`src/rtl/i2c_apb_master.sv`:
```
// APB requester: turns valid/ready commands into single APB SETUP/ACCESS transfers
// and returns write status or read data on a one-cycle response strobe.
module i2c_apb_master #(
    parameter int unsigned RDATA_LAT   = 1,
    parameter int unsigned TIMEOUT_CYC = 16
) (
    input  logic       pclk_i,
    input  logic       preset_n_i,
    input  logic       cmd_valid_i,
    output logic       cmd_ready_o,
    input  logic       cmd_write_i,
    input  logic [7:0] cmd_addr_i,
    input  logic [7:0] cmd_wdata_i,
    output logic       rsp_valid_o,
    output logic [7:0] rsp_rdata_o,
    output logic       rsp_error_o,
    output logic       psel_o,
    output logic       penable_o,
    output logic       pwrite_o,
    output logic [7:0] paddr_o,
    output logic [7:0] pwdata_o,
    input  logic [7:0] prdata_i,
    input  logic       pready_i
);

    localparam int unsigned CNT_W = (TIMEOUT_CYC > 1) ? $clog2(TIMEOUT_CYC) : 1;
    localparam logic [CNT_W-1:0] CNT_MAX = CNT_W'(TIMEOUT_CYC - 1);

    typedef enum logic [2:0] {
        IDLE   = 3'd0,
        SETUP  = 3'd1,
        ACCESS = 3'd2,
        RDWAIT = 3'd3,
        RESP   = 3'd4
    } state_t;

    state_t           state_q, state_d;
    logic [CNT_W-1:0] cnt_q, cnt_d;
    logic             psel_d, penable_d, pwrite_d, rsp_valid_d, rsp_error_d;
    logic [7:0]       paddr_d, pwdata_d, rsp_rdata_d;
    logic             timeout_hit;

    assign cmd_ready_o = (state_q == IDLE);
    assign timeout_hit = (TIMEOUT_CYC != 0) && (cnt_q == CNT_MAX);

    // State, counter and all APB/response outputs are registered here.
    always_ff @(posedge pclk_i or negedge preset_n_i) begin
        if (!preset_n_i) begin
            state_q     <= IDLE;
            cnt_q       <= '0;
            psel_o      <= 1'b0;
            penable_o   <= 1'b0;
            pwrite_o    <= 1'b0;
            paddr_o     <= '0;
            pwdata_o    <= '0;
            rsp_valid_o <= 1'b0;
            rsp_rdata_o <= '0;
            rsp_error_o <= 1'b0;
        end else begin
            state_q     <= state_d;
            cnt_q       <= cnt_d;
            psel_o      <= psel_d;
            penable_o   <= penable_d;
            pwrite_o    <= pwrite_d;
            paddr_o     <= paddr_d;
            pwdata_o    <= pwdata_d;
            rsp_valid_o <= rsp_valid_d;
            rsp_rdata_o <= rsp_rdata_d;
            rsp_error_o <= rsp_error_d;
        end
    end

    // Next-state and next-output values; psel/penable describe the state being entered.
    always_comb begin
        state_d     = state_q;
        cnt_d       = cnt_q;
        psel_d      = 1'b0;
        penable_d   = 1'b0;
        pwrite_d    = pwrite_o;
        paddr_d     = paddr_o;
        pwdata_d    = pwdata_o;
        rsp_valid_d = 1'b0;
        rsp_rdata_d = rsp_rdata_o;
        rsp_error_d = rsp_error_o;
        case (state_q)
            IDLE: begin
                if (cmd_valid_i) begin
                    state_d  = SETUP;
                    psel_d   = 1'b1;
                    pwrite_d = cmd_write_i;
                    paddr_d  = cmd_addr_i;
                    pwdata_d = cmd_wdata_i;
                    cnt_d    = '0;
                end
            end
            SETUP: begin
                state_d   = ACCESS;
                psel_d    = 1'b1;
                penable_d = 1'b1;
            end
            ACCESS: begin
                // Completion is checked first so a late pready beats the timeout.
                if (pready_i) begin
                    if (!pwrite_o && (RDATA_LAT != 0)) begin
                        state_d = RDWAIT;
                    end else begin
                        state_d     = RESP;
                        rsp_valid_d = 1'b1;
                        rsp_error_d = 1'b0;
                        rsp_rdata_d = pwrite_o ? 8'h00 : prdata_i;
                    end
                end else if (timeout_hit) begin
                    state_d     = RESP;
                    rsp_valid_d = 1'b1;
                    rsp_error_d = 1'b1;
                    rsp_rdata_d = 8'h00;
                end else begin
                    cnt_d     = cnt_q + CNT_W'(1);
                    psel_d    = 1'b1;
                    penable_d = 1'b1;
                end
            end
            RDWAIT: begin
                state_d     = RESP;
                rsp_valid_d = 1'b1;
                rsp_error_d = 1'b0;
                rsp_rdata_d = prdata_i;
            end
            RESP: begin
                state_d = IDLE;
            end
            default: begin
                state_d = IDLE;
            end
        endcase
    end

endmodule
```
`config.mk`:
```
export PLATFORM = sky130hd
export DESIGN_NAME = i2c_apb_master
export DESIGN_NICKNAME = d
export VERILOG_FILES = /design/src/rtl/i2c_apb_master.sv
export SDC_FILE = /design/constraint.sdc
export NUM_CORES = 1
export LEC_CHECK = 0
export CAP_MARGIN = 20
export CORE_MARGIN = 5
export CORE_UTILIZATION = 45
export CTS_BUF_LIST = sky130_fd_sc_hd__clkbuf_4 sky130_fd_sc_hd__clkbuf_8
export CTS_CLUSTER_SIZE = 14
export DETAILED_ROUTE_END_ITERATION = 16
export PLACE_DENSITY = 0.82
export SLEW_MARGIN = 15
export SYNTH_ARGS = -nofsm -noshare
export SYNTH_HDL_FRONTEND = slang
export SYNTH_SLANG_ARGS = --single-unit
```
`constraint.sdc`:
```
create_clock -name pclk_i -period 1.8 [get_ports pclk_i]
set_input_delay 0.36 -clock pclk_i [delete_from_list [all_inputs] [get_ports pclk_i]]
set_output_delay 0.36 -clock pclk_i [all_outputs]
set_load 0.05 [all_outputs]
```
Word level (Yosys, flattened, before mapping):

Cells that the tools add are included.

* add/subtract/negate cells: 1
* equal/unequal tests: 9
* mux-type cells: 26
* reductions and logical operators: 7

Operator list (count)
* $mux 8: 3
* $pmux 8 s2: 1
* $mux 3: 4
* $mux 4: 3
* $pmux 3 s4: 1
* $mux 1: 9
* $pmux 4 s2: 1
* $eq 3x2->1 const B: 2
* $ne 2x2->1 const B: 3
* $ne 3x3->1 const B: 2
* $pmux 1 s2: 3
* $add 4x1->4 const B: 1
* $eq 4x4->1 const B: 1
* $reduce_and 2->1: 2
* $reduce_and 4->1: 1
* $reduce_bool 2->1: 2
* $eq 3x1->1 const B: 1
* $logic_not 3->1: 1
* $pmux 1 s3: 1
* $reduce_and 3->1: 1

* bits in registers: 36
* output and inout bits: 30

Depth between registers and ports, before layout:

Gate-level depths: netlist of the first run.

* word-level depth: 4
* depth in mapped cells: 5
* depth with buffers taken out: 4

Least setup slack after synthesis of the first run:

OpenSTA, ideal clock, no wires.

* path type: register -> register
* start: reg state_q[0]
* end: reg cnt_q[2]
* setup time: 0.122 ns
* arrival time: 2.183 ns
* required time: 1.678 ns
* path slack: -0.504 ns
* cell stages (with the launch flop): 5
* path through: dfrtp_1 buf_2 nor3_1 nand2_1 a32o_1

* cells in the longest elaborated chain, start to end: 3
* elaborated cells on any way between the ends: 8

Ends and longest elaborated chain
* start: declaration: RTL line 37 `state_t state_q, state_d;`
* start signal: assignment: RTL line 60 `state_q <= state_d;`
* $logic_not 3->1 (*)
* net cmd_ready_o: RTL line 10 `output logic cmd_ready_o,`
* $ne 2x2->1 (no line) / $reduce_bool 2->1 (equally long branches)
* $reduce_and 4->1 (no line)
* end signal: assignment: RTL line 61 `cnt_q <= cnt_d;`
* end: declaration: RTL line 38 `logic [CNT_W-1:0] cnt_q, cnt_d;`

Mark *: on every way through the listed nets, which the timed path passes. The rest lies on a longest branch.
A chain may end at the register's enable or synchronous reset.

Worst setup path in the final report of the first run:

* start: reg state_q[0]
* end: out cmd_ready_o

* cells in the longest elaborated chain, start to end: 1

Ends and longest elaborated chain
* $logic_not 3->1: RTL line 43 `assign cmd_ready_o = (state_q == IDLE);`
* end: declaration: RTL line 10

No other way between the ends.

==> results.md, run 1 <==
- Clock insertion delay at the later pin of the skew report: 0.34 ns
- Cell area after synthesis: 1514 um^2
- Post-CTS repair timing setup buffer count: 0
- Crit Reg-Reg Startpoint: cnt_q[0]$_DFFE_PN0P_
- Post-layout nets: 205
- Clk root buf: sky130_fd_sc_hd__clkbuf_4
- Post-CTS sizing: 0
- Cell Count, Final, Fillers Out: 222
- Setup Slack @ Placement: -0.1438 ns
- Worst supply voltage drop on vdd: 1288 uV
- Top_reg_cell synth: sky130_fd_sc_hd__dfrtp_1
- Detailed Route Iter0 Violations: 82
- Least setup slack across all paths after layout: 0.09708 ns
- Yosys reg bits: 36
- Number of distinct library cells after synthesis: 34
- Net switching share of the total power: 47.28%
- Proportion of synthesized flip-flops having asynchronous set or reset: 100.0%
- Wire length reported by the detailed router: 3346 um
- Upper clock frequency limit: 587.2 MHz
- Worst-case clock skew: 0.01066 ns
- H-tree levels: 2
- Cell count after placement: 214
- Number of clock buffers inserted by TritonCTS: 5
- Pwr Density: 2099 nW/um^2
- Highest-count cells in the layout ignoring fill and taps: sky130_fd_sc_hd__dfrtp_1, sky130_fd_sc_hd__buf_4, sky130_fd_sc_hd__clkdlybuf4s50_1, sky130_fd_sc_hd__mux2_2, sky130_fd_sc_hd__a22o_1
- TritonCTS clock tree: done
- DRC violations left: 0
- Global router's overall resource usage: 16.49%
- Sw Pwr: 2.201 mW
- Global-route wire length before repair: 5616 um
- Height of the die: 68 um
- Sum of internal, switching and leakage power: 4.655 mW
- Yosys synthesis warning count: 0
- Sink Count: 36
- Maximum count of clock buffers along a single path: 2
- Tcrit/Tclk final: 94.61%
- Pins over their slew limit: 0
- CORE AREA: 3284 um^2
- Setup CP Type: reg -> out
- Number of max-cap violations: 0
- Fraction of the yosys area taken by sequential cells: 59.50%
- Maximum fanout along the worst path: 8
- Worst-path clk slew: 0.12 ns
- Path category of the worst min-delay check: in -> async
- Data required time at the worst endpoint: 1.44 ns
- Total leakage power: 1.014 nW
- Hold WS: 0.4087 ns
- Largest net degree at the start of global routing: 37
- Cells after synthesis: 109
- Routability-driven placement congestion ratio: 0.8094
- Worst setup EP type: output port
- Synth Area per Inst: 13.89 um^2
- RSZ-0062 raised after global routing: false
- Die span in x: 68 um
- Vias after detailed routing: 1,136
- Max_slew headroom: 71.06%
- Cell Rows: 21
- Detailed placement HPWL: 2591 um
- Post-Syn Nets: 139
- Count of flip-flops with a built-in enable after synthesis: 0
- Initial antenna violation count: 0
- Pint: 2.454 mW
- Seq pwr share: 31.1%
- Count of nets left with antenna violations after detail routing: 0
- Final hold violations: 0
- Status: completed
- Number of global-route vias before repair: 1,255
- Share of power burned in the clock network: 12.1%
- Kind of launch point of the worst setup path: flip-flop
- Share of total power in combinational logic: 56.8%
- Port Buffer Count: 58
- Shortest period the worst path allows: 1.703 ns
- Drt wl/cell: 15.07 um
- Num ports: 59
- Die Footprint: 4624 um^2
- Number of failing setup endpoints in the final timing report: 0
- Data arrival time of the critical path: 1.34 ns
- Layout cells sized above 1: 39.77%
- Actual transition at the worst max-transition pin: 0.4341 ns
- Antenna diode count: 0
- Final core utilization: 67.54%
- GRT overflow: 0
- Area overhead of the layout relative to synthesis: 46.53%
- Vias per inst: 5.117
- Setup crit start: state_q[0]$_DFFE_PN0P_
- Drt pass-1 iters: 4
- Starting utilization of the core area: 46.10%
- Cts-stage hold buffer count: 0
synthesized netlist by cell type (2+ instances only):
cell type,n,area share (%)
sky130_fd_sc_hd__a21oi_1,4,1.3
sky130_fd_sc_hd__a22o_1,8,4.6
sky130_fd_sc_hd__and3_1,2,0.83
sky130_fd_sc_hd__buf_2,2,0.66
sky130_fd_sc_hd__dfrtp_1,36,60
sky130_fd_sc_hd__inv_1,2,0.50
sky130_fd_sc_hd__mux2_2,17,13
sky130_fd_sc_hd__nand2_1,3,0.74
sky130_fd_sc_hd__nand2b_1,5,2.1
sky130_fd_sc_hd__nand3_1,2,0.66
sky130_fd_sc_hd__nand3b_1,2,0.99
sky130_fd_sc_hd__nor2_1,2,0.50
sky130_fd_sc_hd__nor2b_1,2,0.83
sky130_fd_sc_hd__nor3_1,2,0.66
cell type report:
cell class                      count  area (um^2)
Clock buffer                        5        37.54
Clock inverter                      3        42.54
Fill cell                         242         1066
Inverter                            2        7.507
Multi-Input combinational cell     65        588.1
Sequential cell                    36        902.1
Tap cell                           46        57.56
Timing Repair Buffer               65        583.1
per-stage QoR:
stage               TNS, ns  cell area (um^2)
floorplan                 0              1525
global placement    -0.3205              2137
detailed placement  -0.7588              2137
CTS                       0              2217
global route              0              2218
finish                    0              2218
final timing paths:
path / to / slack, ns / depth (start not counted)
setup reg to reg: state_q[1]$_DFFE_PN0P_ / 0.16 / 4
setup / recovery: cmd_ready_o / 0.1 / 2
hold / removal: rsp_rdata_o[5]$_DFFE_PN0P_ / 0.41 / 2
hold reg to reg: paddr_o[0]$_DFFE_PN0P_ / 0.52 / 1
min in group pclk_i: paddr_o[0]$_DFFE_PN0P_ / 0.52 / 1
max in group asynchronous: state_q[2]$_DFFE_PN0P_ / 1.06 / 2
power groups by stage:
stage | clock network [mW] | registers (mW) | logic [mW]
after floorplan | 0 | 2.40 | 0.828
after global placement | 0 | 1.43 | 2.62
after detailed placement | 0 | 1.46 | 2.67
after CTS | 0.578 | 1.45 | 2.67
after global routing | 0.618 | 1.50 | 2.78
final | 0.565 | 1.45 | 2.64
registers in the layout, indices dropped and copies added (netlist names), 3 cells and up:
name	flops
pwdata_o	8
paddr_o	8
state_q	3
rsp_rdata_o	8
cnt_q	4
per-layer routing:
metal  wire length (um)  track usage, %
met4                 55           5.707
met1               1233           18.52
met3                340           8.539
met5                  0               0
met2               1717           26.84
kinds of logic (layout without fill, tap and decap cells):
family	count (synthesis)	count (layout)	synth area share [%]
buf+inv	8	75	2.975
fa+ha+maj	1	1	0.8263
flops	36	36	59.50
mux	18	18	13.31
simple gates	28	28	13.47
compound gates	18	18	9.918
critical path: stages (launching register included):
cell,delay (ns)
sky130_fd_sc_hd__dfrtp_1,0.55
sky130_fd_sc_hd__nor3_4,0.28
sky130_fd_sc_hd__buf_12,0.17
(Power assumes the default switching activity.)
==> run 2, diff against run 1 <==
SLEW_MARGIN = 10   (was 15)
==> results of run 2 <==
No change in the layout: final DEF, timing and power equal those of run 1.
==> RTL edit 1, RTL diff (flow settings as in run 1) <==
Make the reset (`preset_n_i`) synchronous in one clocked block.
--- a/src/rtl/i2c_apb_master.sv
+++ b/src/rtl/i2c_apb_master.sv
@@ -44,7 +44,7 @@
     assign timeout_hit = (TIMEOUT_CYC != 0) && (cnt_q == CNT_MAX);
 
     // State, counter and all APB/response outputs are registered here.
-    always_ff @(posedge pclk_i or negedge preset_n_i) begin
+    always_ff @(posedge pclk_i) begin
         if (!preset_n_i) begin
             state_q     <= IDLE;
             cnt_q       <= '0;
Check against the original RTL: differs if preset_n_i is asserted again (counterexample within 4 cycles, from zero or initial values and one cycle with preset_n_i low); with preset_n_i held inactive, the same outputs for 10 cycles.
==> RTL edit 1 against run 1 <==
- via count up 21%
- sequential cell count is the same
- global-route usage rose by 0.23 points
- area after synthesis fell by 5.8%
- worst setup slack gained 0.069 ns
- first-iteration DRC count down 60%
- routed wire length is 4.6% higher
- final area decreased by 6.0%
- critical endpoint unchanged
- largest cell class unchanged
Power is not compared: it rests on default switching activity, and its combinational part moved more than twofold at a synthesized area within 25%.
==> RTL edit 1: results (changes against run 1) <==
Status: completed
Fraction of layout cells with a size suffix above 1: 22.8% (-17 points)
Worst R2R Path Depth: 3 (-1)
Placed instance area: 2020 um^2 (-5.5%)
# fillers: 257 (+6.2%)
Top cells by area, synth: dfxtp_1 (51%), nand2_1 (11%), a21oi_1 (8.1%), mux2i_1 (6.3%), nor3_1 (3.2%)
Footprint of the multi-input gates: 643 um^2 (+9.4%)
Max incr delay on CP: 0.36 ns (-0.19 ns)
Invs w/o clock: 4 (+2)
GR Util met1: 17.2% (-1.3 points)
Post-synth ARST share: 0% (-100 points)
Bufs w/o clock: 67 (+3.1%)
Sequential cell count: 36 (unchanged)
Crit-path slowest cell: dfxtp_1
Worst r2r dst: cnt_q[3]
Top post-synthesis cells by count: nand2_1 (42), dfxtp_1 (36), a21oi_1 (23)
Non-Filler Cell Area, Final: 2090 um^2 (-6.0%)
Largest net degree at the start of global routing: 30 (-19%)
Fraction of area in registers: 34.6% (-6.1 points)
Global placer's final weighted congestion: 0.752 (-7.1%)
Placed insts: 264 (+23%)
Skew final: 0.00697 ns (-0.00369 ns)
Signal buf overhead: 28.1% (+1.8 points)
WL/cell: 12.9 um (-15%)
First-pass GRT wire length: 5670 um (+0.98%)
Post-route insts no fill: 272 (+23%)
Clkbuf count: 8 (+3)
Cell variety after synth: 31 (-8.8%)
Worst Setup SP: state_q[0]
Syn_nets: 193 (+39%)
DR iter-0 viols: 33 (-60%)
Multi-Input Combinational: 113 (+74%)
Cells after Synth: 163 (+50%)
## RTL edit 1: metal layers
metal  vias to the layer above  share of wire, %
li1                        693                 -
met1                       622                40
met2                        52                50
met3                        13               7.7
met4                         0               2.1
met5                         -                 0
## RTL edit 1: worst max-delay path by stage
stage	to	slack, ns	cells after the start
global placement	cnt_q[3]	-0.10	4
floorplan	cnt_q[3]	0.28	3
CTS	cmd_ready_o	0.14	3
global route	cmd_ready_o	0.08	3
finish	cmd_ready_o	0.17	3
detailed placement	cnt_q[3]	-0.14	4
## RTL edit 1: logic make-up (layout without fill, tap and decap cells)
family	after synthesis	count (layout)	synth area share (%)
and+or+nand+nor	69	69	23.9
buffers and inverters	14	79	4.74
muxes	9	9	6.32
AOI/OAI and AO/OA	34	34	13.7
adders and majority gates	1	1	0.877
DFF	36	36	50.5
## RTL edit 1: power groups by stage
stage	Clock, uW	Combinational, uW	Sequential (uW)
floorplan	0	157	1020
global placement	0	467	884
detailed placement	0	474	887
CTS	490	476	869
global route	524	504	876
finish	475	472	869
==> RTL edit 2, RTL diff (settings of run 1) <==
Without the edit above. `TIMEOUT_CYC`: 16 -> 8.
--- a/src/rtl/i2c_apb_master.sv
+++ b/src/rtl/i2c_apb_master.sv
@@ -2,7 +2,7 @@
 // and returns write status or read data on a one-cycle response strobe.
 module i2c_apb_master #(
     parameter int unsigned RDATA_LAT   = 1,
-    parameter int unsigned TIMEOUT_CYC = 16
+    parameter int unsigned TIMEOUT_CYC = 8
 ) (
     input  logic       pclk_i,
     input  logic       preset_n_i,
Behaviour: same outputs for any inputs over 10 cycles, from zero or initial values and one cycle with preset_n_i low; that may be too few to reach the edited logic, so the function may still have changed.
==> RTL edit 2 against run 1 <==
- the flow now finishes with violations (setup timing)
- combinational power grew 3%
- final area shrank 0.28%
- sequential cell count shrank 1
- worst setup slack lost 0.10 ns
- global-route usage grew 0.69 points
- non-clock buffer count grew 7
- fmax shrank 5.5%
- power grew 0.20%
- area after synthesis shrank 4.7%
- utilization grew 4.9 points
- synthesized cell count shrank 4.6%
- routed wire length grew 1.5%
- count of clock-buffer cells in the layout grew 1
==> RTL edit 2: results (changes against run 1) <==
First-pass GRT wire length: 5520 um (-1.7%)
Cells after Synth: 104 (-4.6%)
Total of warnings raised by yosys: 0 (unchanged)
Skew final: 0.00323 ns (-0.00743 ns)
Met2 Wirelength: 1800 um (+4.8%)
Met3 wire len: 219 um (-36%)
Number of global-route vias before repair: 1166 (-7.1%)
Clock Latency Late Sink: 0.33 ns
Gr usage total: 17.2% (+0.69 points)
Delay-heaviest family, CP: simple AND/OR/NAND/NOR gates
# setup viols final: 1 (+1)
Arr. time, crit path: 2.03 ns (+0.69 ns)
DRC viols: 0 (unchanged)
WL final: 3400 um (+1.5%)
Status: complete, but fails checks
Max incr delay on CP: 0.50 ns (-0.05 ns)
Total Negative Setup Slacks: -0.00253 ns (-0.00253 ns)
Top post-synthesis cells by count: dfrtp_1 (35), mux2_2 (18), a22o_1 (8)
Number of diodes: 0 (unchanged)
Met1 WL: 1280 um (+3.9%)
HP Class: in -> async
Global placer's final weighted congestion: 0.778 (-3.9%)
Placed instance area: 2100 um^2 (-1.8%)
Cell variety after synth: 29 (-15%)
Largest net degree at the start of global routing: 36 (-2.7%)
Worst R2R Path Depth: 5 (+1)
Max_slew headroom: 72.0% (+0.95 points)
WHS: 0.419 ns (+0.0103 ns)
Syn_nets: 135 (-2.9%)
Mux contribution to synthesized area: 15.5% (+2.2 points)
Compound-Gate Fraction of Synth Area: 9.63% (-0.29 points)
Flop2flop setup slack: -0.003 ns (-0.16 ns)
Worst Setup SP: cnt_q[1]
Fin nets: 209 (+2.0%)
DR iter-0 viols: 25 (-70%)
Crit-path slowest cell: or4b_4
Post-Synth Adder-Cell Area: 1.73% (+0.91 points)
# fillers: 229 (-5.4%)
Final WS setup: -0.00253 ns (-0.0996 ns)
Failing checks: setup timing
Max VDD drop: 1.13 mV (-12%)
Clock root buffer: clkbuf_4
Dpl hpwl: 2500 um (-3.6%)
Clock transition at path regs: 0.10 ns (-0.02 ns)
DR vias: 1104 (-2.8%)
Leakage: 0.00104 uW (+2.7%)
Top cells by area, synth: dfrtp_1 (61%), mux2_2 (14%), a22o_1 (4.9%), ha_1 (1.7%), nor4b_4 (1.6%)
CP Max Fanout: 2 (-6)
Register area share after synthesis: 60.7% (+1.2 points)
PortBufs: 58 (unchanged)
Worst Setup EP: cnt_q[2]
Dpl ws: -0.139 ns (+0.00450 ns)
Fraction of layout cells with a size suffix above 1: 42.5% (+2.7 points)
Vias/cell: 4.95 (-3.3%)
## RTL edit 2: cell types whose count changed in the layout (fill, tap and decap cells not counted), moves of 2 or more
cell      delta
o22ai_1      +2
a21oi_1      -2
inv_1        +3
and3_1       -2
nand2b_1     -2
nand3b_1     -2
buf_4        +7
nand3_1      -2
## RTL edit 2: area by class of cell
class                   count  area, um^2  area share [%]
clock inverters             2        35.0            1.58
repair buffers             72         636            28.7
well taps                  44        55.1            2.49
flip-flops and latches     35         876            39.6
clock buffers               6        51.3            2.32
multi-input cells          59         541            24.4
inverters                   5        18.8           0.848
## RTL edit 2: power breakdown
group,switching [uW],internal [uW]
sequential,216,1140
combinational,1690,1040
clock,254,328
## RTL edit 2: routing by layer
layer	track usage, %	up-vias
li1	-	518
met1	18.3	540
met2	29.3	39
met3	4.05	7
met4	12.4	0
met5	0	-
## RTL edit 2: repair_timing
item | in CTS | in global routing
gates resized for setup | 4 | 0
setup endpoints to repair | 1 | 2
pin swaps | 3 | 2
gates cloned | 0 | 0
buffers inserted | 1 | 0
